### src/rtl/mem_port_arbiter.sv
// Shares one byte-addressable memory port between instruction fetch and load/store.
// Grants one access per cycle, aligns store lanes, extends load data and registers responses.
module mem_port_arbiter #(
    parameter int unsigned STARVE_LIMIT = 3
) (
    input  logic        clk,
    input  logic        rst,
    input  logic        if_req_valid,
    input  logic [15:0] if_req_addr,
    output logic        if_req_ready,
    output logic        if_rsp_valid,
    output logic [31:0] if_rsp_data,
    output logic        if_rsp_err,
    input  logic        ls_req_valid,
    input  logic        ls_req_we,
    input  logic [1:0]  ls_req_size,
    input  logic        ls_req_unsigned,
    input  logic [15:0] ls_req_addr,
    input  logic [31:0] ls_req_wdata,
    output logic        ls_req_ready,
    output logic        ls_rsp_valid,
    output logic [31:0] ls_rsp_data,
    output logic        ls_rsp_err,
    output logic [3:0]  mem_w_en,
    output logic [15:0] mem_addr,
    output logic [31:0] mem_wdata,
    input  logic [31:0] mem_rdata
);
    localparam int unsigned CNT_W =
        ($clog2(STARVE_LIMIT + 1) < 2) ? 2 : $clog2(STARVE_LIMIT + 1);

    logic [CNT_W-1:0] r_starve_cnt;
    logic [CNT_W-1:0] w_starve_nxt;
    logic             w_starved;
    logic             w_if_gnt;
    logic             w_ls_gnt;
    logic             w_if_err;
    logic             w_ls_legal;
    logic [1:0]       w_lane;
    logic [3:0]       w_base_mask;
    logic [31:0]      w_shift_rd;
    logic [31:0]      w_load_ext;

    logic             r_if_rsp_valid;
    logic [31:0]      r_if_rsp_data;
    logic             r_if_rsp_err;
    logic             r_ls_rsp_valid;
    logic [31:0]      r_ls_rsp_data;
    logic             r_ls_rsp_err;

    // Load/store wins unless fetch is alone or has been passed over STARVE_LIMIT times
    assign w_starved    = (r_starve_cnt == CNT_W'(STARVE_LIMIT));
    assign w_if_gnt     = ~rst & if_req_valid & (~ls_req_valid | w_starved);
    assign w_ls_gnt     = ~rst & ls_req_valid & ~w_if_gnt;
    assign if_req_ready = w_if_gnt;
    assign ls_req_ready = w_ls_gnt;

    assign w_if_err   = (if_req_addr[1:0] != 2'b00);
    assign w_lane     = ls_req_addr[1:0];
    assign w_shift_rd = mem_rdata >> {w_lane, 3'b000};

    always_comb begin
        w_ls_legal  = 1'b0;
        w_base_mask = 4'b1111;
        case (ls_req_size)
            2'b00: begin
                w_ls_legal  = 1'b1;
                w_base_mask = 4'b0001;
            end
            2'b01: begin
                w_ls_legal  = ~ls_req_addr[0];
                w_base_mask = 4'b0011;
            end
            2'b10: w_ls_legal = (ls_req_addr[1:0] == 2'b00);
            default: w_ls_legal = 1'b0;
        endcase
    end

    always_comb begin
        w_load_ext = w_shift_rd;
        case (ls_req_size)
            2'b00:   w_load_ext = {{24{w_shift_rd[7] & ~ls_req_unsigned}}, w_shift_rd[7:0]};
            2'b01:   w_load_ext = {{16{w_shift_rd[15] & ~ls_req_unsigned}}, w_shift_rd[15:0]};
            default: w_load_ext = w_shift_rd;
        endcase
    end

    // Memory port drive; rejected accesses leave the port idle
    always_comb begin
        mem_w_en  = 4'b0000;
        mem_addr  = 16'h0000;
        mem_wdata = 32'h0000_0000;
        if (w_if_gnt && !w_if_err) begin
            mem_addr = if_req_addr;
        end else if (w_ls_gnt && w_ls_legal) begin
            mem_addr = {ls_req_addr[15:2], 2'b00};
            if (ls_req_we) begin
                mem_w_en  = w_base_mask << w_lane;
                mem_wdata = ls_req_wdata << {w_lane, 3'b000};
            end
        end
    end

    always_comb begin
        w_starve_nxt = r_starve_cnt;
        if (!if_req_valid || w_if_gnt) begin
            w_starve_nxt = '0;
        end else if (w_ls_gnt && !w_starved) begin
            w_starve_nxt = r_starve_cnt + CNT_W'(1);
        end
    end

    always_ff @(posedge clk or posedge rst) begin
        if (rst) begin
            r_starve_cnt   <= '0;
            r_if_rsp_valid <= 1'b0;
            r_if_rsp_data  <= 32'h0000_0000;
            r_if_rsp_err   <= 1'b0;
            r_ls_rsp_valid <= 1'b0;
            r_ls_rsp_data  <= 32'h0000_0000;
            r_ls_rsp_err   <= 1'b0;
        end else begin
            r_starve_cnt   <= w_starve_nxt;
            r_if_rsp_valid <= w_if_gnt;
            r_ls_rsp_valid <= w_ls_gnt;
            if (w_if_gnt) begin
                r_if_rsp_err  <= w_if_err;
                r_if_rsp_data <= w_if_err ? 32'h0000_0000 : mem_rdata;
            end
            if (w_ls_gnt) begin
                r_ls_rsp_err  <= ~w_ls_legal;
                r_ls_rsp_data <= (w_ls_legal && !ls_req_we) ? w_load_ext : 32'h0000_0000;
            end
        end
    end

    assign if_rsp_valid = r_if_rsp_valid;
    assign if_rsp_data  = r_if_rsp_data;
    assign if_rsp_err   = r_if_rsp_err;
    assign ls_rsp_valid = r_ls_rsp_valid;
    assign ls_rsp_data  = r_ls_rsp_data;
    assign ls_rsp_err   = r_ls_rsp_err;

endmodule

### config.mk
export PLATFORM = sky130hd
export DESIGN_NAME = mem_port_arbiter
export DESIGN_NICKNAME = d
export VERILOG_FILES = /design/src/rtl/mem_port_arbiter.sv
export SDC_FILE = /design/constraint.sdc
export NUM_CORES = 1
export LEC_CHECK = 0
export BUFFER_PORTS_ARGS = -buffer_cell sky130_fd_sc_hd__buf_2
export CAP_MARGIN = 10
export CORE_ASPECT_RATIO = 1.2
export CORE_UTILIZATION = 30
export CTS_BUF_LIST = sky130_fd_sc_hd__clkbuf_8
export DETAILED_ROUTE_END_ITERATION = 16
export GPL_ROUTABILITY_DRIVEN = 0
export PLACE_DENSITY = 0.61
export REMOVE_ABC_BUFFERS = 1
export SLEW_MARGIN = 20
export SYNTH_ARGS = -nofsm -noshare
export SYNTH_HDL_FRONTEND = slang
export SYNTH_SLANG_ARGS = --single-unit
### constraint.sdc
create_clock -name clk -period 6.1 [get_ports clk]
set_input_delay 1.22 -clock clk [delete_from_list [all_inputs] [get_ports clk]]
set_output_delay 1.22 -clock clk [all_outputs]
set_load 0.05 [all_outputs]
# Word-level counts from Yosys, hierarchy flattened
# Cells that the tools add are included.
# op_classes
multipliers	0
n_bitwise	13
magnitude_cmp	0
reduce_logical	13
addsub	1
n_mux	15
n_eq_ne	3
div_mod_pow	0
n_shift	3
# ops
operator	count
$mux 32	5
$pmux 32 s2	1
$mux 16	2
$shl 32x5->32	1
$shr 32x5->32	1
$mux 4	3
$pmux 4 s2	1
$and 1x1->1	6
$not 1->1	6
$eq 2x2->1 const B	2
$logic_and 1x1->1	4
$logic_not 1->1	4
$logic_not 2->1	2
$mux 2	2
$reduce_bool 2->1	2
$shl 4x2->4	1
$pmux 1 s3	1
$add 2x1->2 const B	1
$eq 2x1->1 const B	1
$logic_or 1x1->1	1
$or 1x1->1	1
# word_totals
latch_bits	0
mem_bits_ro	0
mem_bits_rw	0
memories	0
regBits	70
input_bits	104

# Longest topological paths before layout
# logic_depth
ltp_word	8
depth_mapped	7
mapped_depth_nobuf	5

# Worst setup path after synthesis
# Ideal clock, no wire load.
# synth_path
kind	input to output
startpoint	input rst
endpoint	output mem_addr[10]
required_ps	4880
stages	5
path_buffers	1
arrival_time_ps	4301
path_slack_ps	579
path_cell_list	inv_1 > nand3_1 > nor3_1 > clkbuf_1 > a22o_1
# synth_via
elab_chain_cells	8
word_cells_on_any_way	10
cone_classes	mux: 2; bitwise: 6; reduce/logical: 2
# synth_rtl
item	line_no	rtl
start, declared	7	input logic rst,
$not 1->1 *	53, 54	
$and 1x1->1 (2 in series)	53	assign w_if_gnt = ~rst & if_req_valid & (~ls_req_valid | w_starved);
$not 1->1	54	assign w_ls_gnt = ~rst & ls_req_valid & ~w_if_gnt;
$and 1x1->1	54	
$logic_and 1x1->1	95	end else if (w_ls_gnt && w_ls_legal) begin
$mux 16	95	
$mux 16 *	93	if (w_if_gnt && !w_if_err) begin
end, declared	25	output logic [15:0] mem_addr,
# Mark *: on every way between the ends. The rest lies on a longest branch, timed or not.

# Worst setup path in the final report
# layout_path
startpoint	input ls_req_addr[0]
endpoint	output mem_wdata[19]
# layout_via
elab_chain_cells	5
word_cells_on_any_way	8
cone_classes	shift: 1; mux: 4; bitwise: 1; reduce/logical: 2
# layout_rtl
item	line_no	rtl
start, declared	18	input logic [15:0] ls_req_addr,
parallel branches: the longest is 3 deep, another holds $shl 32x5->32	--	
$mux 32 *	95	
$mux 32 *	93	
end, declared	26	output logic [31:0] mem_wdata,
# Mark *: on every way between the ends.

==> impl_results.rst <==
.. list-table::
   :header-rows: 1

   * - Metric
     - Value
   * - Result of the run
     - complete, no violations
   * - Proportion of layout cells with a drive suffix above 1
     - 0.4991
   * - Vias in the first global route
     - 3711
   * - Synthesized area per cell
     - 10.63 sq um
   * - Fill cell total of the finished layout
     - 1259
   * - CTS H-Tree Depth
     - 3
   * - Post-route clock period utilization
     - 0.7437
   * - Remaining design rule violation count
     - 0
   * - # hold bufs at CTS
     - 0
   * - DP Cell Count
     - 733
   * - Flip-flop and latch count after synthesis
     - 70
   * - Per-cell via count in the routed design
     - 5.183
   * - Final worst hold slack
     - ~0.49 ns
   * - Clock slew seen by the registers of the worst setup and hold paths
     - 0.07 ns
   * - Pins Over Slew Limit
     - 0
   * - Number of iterations in the first detailed-routing pass
     - 4
   * - Cell count after synthesis
     - 370
   * - Met3 Use GR
     - 0.03469
   * - Area of combinational cells with multiple inputs
     - between 1500 and 2000 sq um
   * - Worst-Margin Slew
     - 1.085 ns
   * - Fraction of registers with async set/reset
     - 1.000
   * - Register area share after synthesis
     - 0.4453
   * - Port Buffer Count
     - roughly 220
   * - Final #Nets
     - 685
   * - Worst ir drop on vdd
     - 0.1026 mV
   * - Worst slew margin relative to its limit
     - 0.2769
   * - Leakage power figure
     - 2.888 nW
   * - Post-detail-place hpwl
     - 8.982 mm
   * - Sum Neg Setup Slack
     - 0 ns
   * - Inserted Clock Buffers
     - 9
   * - Routed wire per std cell
     - 16.90 um
   * - Instance area at placement
     - 5152 sq um
   * - Setup repair after global routing missed its margin
     - false
   * - Post-synthesis cell area
     - slightly below 4000 sq um
   * - Overall die area
     - 13580 sq um
   * - Arrival time of data at the critical path endpoint
     - between 3 and 4 ns
   * - Leading post-synthesis cells by cell area
     - sky130_fd_sc_hd__dfrtp_1 45%, sky130_fd_sc_hd__a22o_1 10%, sky130_fd_sc_hd__mux2i_1 5.9%, sky130_fd_sc_hd__mux2_2 4.9%, sky130_fd_sc_hd__a221o_2 3.7%
   * - Initial drt markers
     - 246
   * - Register cell area after layout
     - 1752 sq um
   * - Number of gates resized after cts
     - 0
   * - Most common cell in the netlist
     - sky130_fd_sc_hd__dfrtp_1
   * - Dominant cell type by area after synthesis
     - sky130_fd_sc_hd__dfrtp_1
   * - Initial antenna violation count
     - 0
   * - Source-to-sink clock delay at the later pin of the worst-skew pair
     - 0.36 ns
   * - Longest Clk Path Bufs
     - 2
   * - Crit path setup slack, layout
     - 1.564 ns
   * - Worst Path Max Fanout
     - 50
   * - Final hold violation count
     - 0
   * - Global routing usage on met1
     - 0.2345
   * - Upper clock frequency limit
     - 220.4 MHz
   * - Final instance count without filler cells
     - 749
   * - Area fraction of the dominant cell type after synthesis
     - 0.4453
   * - Clock Sinks
     - 70
   * - Final Total Pwr
     - ~1.3 mW
   * - Leading register cell type out of synthesis
     - sky130_fd_sc_hd__dfrtp_1
   * - Post-route antenna net violation count
     - 0
   * - Post-route cell area
     - 5349 sq um
   * - GR peak layer
     - met2
   * - I/O pins
     - roughly 230
   * - Area growth from synthesis to final layout
     - 35.97%
   * - Startpoint types
     - input pin
   * - Max-Cap Viols
     - 0
   * - Kind of critical path
     - in -> out
   * - Critical path capture point type
     - output port
   * - Diodes inserted
     - 0
   * - Post-CTS setup repair buffer count
     - 0
   * - Die height
     - 127.4 um
   * - Worst-case clock skew
     - 0.01084 ns
   * - Sum of routed wire length over all layers
     - approximately 13 mm
   * - WP data required
     - just under 5 ns
   * - Ratio of total power to cell area
     - 237.7 nW/um^2
   * - Hold Path Class
     - reg -> reg
   * - Dpl ws
     - 1.583 ns
   * - Floorplan row count
     - 45
   * - EDFF count, synth
     - 0
   * - Root buf cell
     - sky130_fd_sc_hd__clkbuf_8
   * - GRT met2 Usage
     - 0.3098
   * - Final setup violation count
     - 0
   * - CTS tree
     - done
   * - Share of the core filled with cells in the final layout
     - 0.4204
   * - Post-layout minimum cycle time
     - between 4 and 5 ns
   * - Number of vias in the routed layout
     - 3882
   * - Global-route usage over all layers
     - 0.1870
   * - Die width
     - 106.5 um
   * - Starting density of the core
     - 0.3091
   * - Wire length of the first global-routing pass
     - roughly 20 mm
   * - Top cell types by occurrence after synthesis
     - 70 x sky130_fd_sc_hd__dfrtp_1, 46 x sky130_fd_sc_hd__a22o_1, 33 x sky130_fd_sc_hd__nor2_1
   * - Maximum number of pins on one net before global-route repair
     - 71
   * - Total gr overflow
     - 0
   * - Library cells used by synthesis
     - 43
   * - Placeable core area
     - about 13000 sq um
   * - Total number of yosys warnings
     - 0
-- final cells by class --
class                   instances  area share
clock buffers                   9     0.02316
clock inverters                 7     0.01357
inverters                       8    0.005614
multi-input cells             260      0.3719
flip-flops and latches         70      0.3275
well taps                     164     0.03836
repair buffers                231      0.2199
-- kinds of logic after synthesis --
family / count (synthesis) / share of synthesized area
flops: 70 / 0.4453
other cells: 1 / 0.0009533
fa+ha+maj: 1 / 0.003180
buf+inv: 41 / 0.05121
compound gates: 131 / 0.2694
simple gates: 83 / 0.1097
mux: 43 / 0.1202
-- sequential cells by signal (all words and copies together), names as in the netlist --
name,cells
ls_rsp_err,1
if_rsp_valid,1
ls_rsp_valid,1
ls_rsp_data,32
r_starve_cnt,2
if_rsp_err,1
if_rsp_data,32
-- layout by cell type (no fill, tap or decap), types with 2 or more instances in the layout --
cell type                      n
sky130_fd_sc_hd__nor2b_1      13
sky130_fd_sc_hd__conb_1        2
sky130_fd_sc_hd__a211oi_1     18
sky130_fd_sc_hd__nor2_1       33
sky130_fd_sc_hd__buf_4         8
sky130_fd_sc_hd__mux2i_1      23
sky130_fd_sc_hd__o21ai_1       4
sky130_fd_sc_hd__clkbuf_8      9
sky130_fd_sc_hd__clkinvlp_4    2
sky130_fd_sc_hd__a221o_1       3
sky130_fd_sc_hd__a221oi_1      8
sky130_fd_sc_hd__nor3_2        3
sky130_fd_sc_hd__clkinv_2      2
sky130_fd_sc_hd__a22o_1       46
sky130_fd_sc_hd__a221o_2      13
sky130_fd_sc_hd__nor3b_1       2
sky130_fd_sc_hd__nand2_1      17
sky130_fd_sc_hd__and2_1        7
sky130_fd_sc_hd__a21oi_1      20
sky130_fd_sc_hd__dfrtp_1      70
sky130_fd_sc_hd__mux2_2       17
sky130_fd_sc_hd__buf_2       223
sky130_fd_sc_hd__o21ai_0      12
sky130_fd_sc_hd__inv_1         7
sky130_fd_sc_hd__or2_2         2
-- per-layer routing --
metal  wire length (um)  share of wire
met1               5491           0.43
met2               6018           0.48
met3                828          0.065
met4                321          0.025
met5                  0              0
-- worst max-delay path: stages --
cell and delay, ns:
sky130_fd_sc_hd__buf_2 0.32, sky130_fd_sc_hd__buf_4 0.56, sky130_fd_sc_hd__nor2b_1 0.66, sky130_fd_sc_hd__a21oi_1 0.15
sky130_fd_sc_hd__nor2_1 0.11, sky130_fd_sc_hd__buf_2 0.27
-- power breakdown --
group          switching [mW]  total, mW  leakage (nW)  internal [mW]
clock network           0.189      0.379        0.0956          0.189
logic                   0.264      0.376          1.85          0.112
registers              0.0185      0.516         0.946          0.498
total                   0.472       1.27          2.89          0.799
-- path summary, 6_finish.rpt --
kind	startpoint	slack, ns	cells past startpoint	endpoint
worst max-delay path	ls_req_addr[0]	1.56	6	mem_wdata[19]
worst min register to register	ls_rsp_data[2]	0.49	2	ls_rsp_data[2]
worst min-delay path	ls_rsp_data[2]	0.49	2	ls_rsp_data[2]
min in group asynchronous	rst	1.17	3	r_starve_cnt[1]
worst max register to register	r_starve_cnt[0]	3.63	5	ls_rsp_data[16]
max in group asynchronous	rst	4.32	3	ls_rsp_data[28]
(Power assumes the default switching activity.)
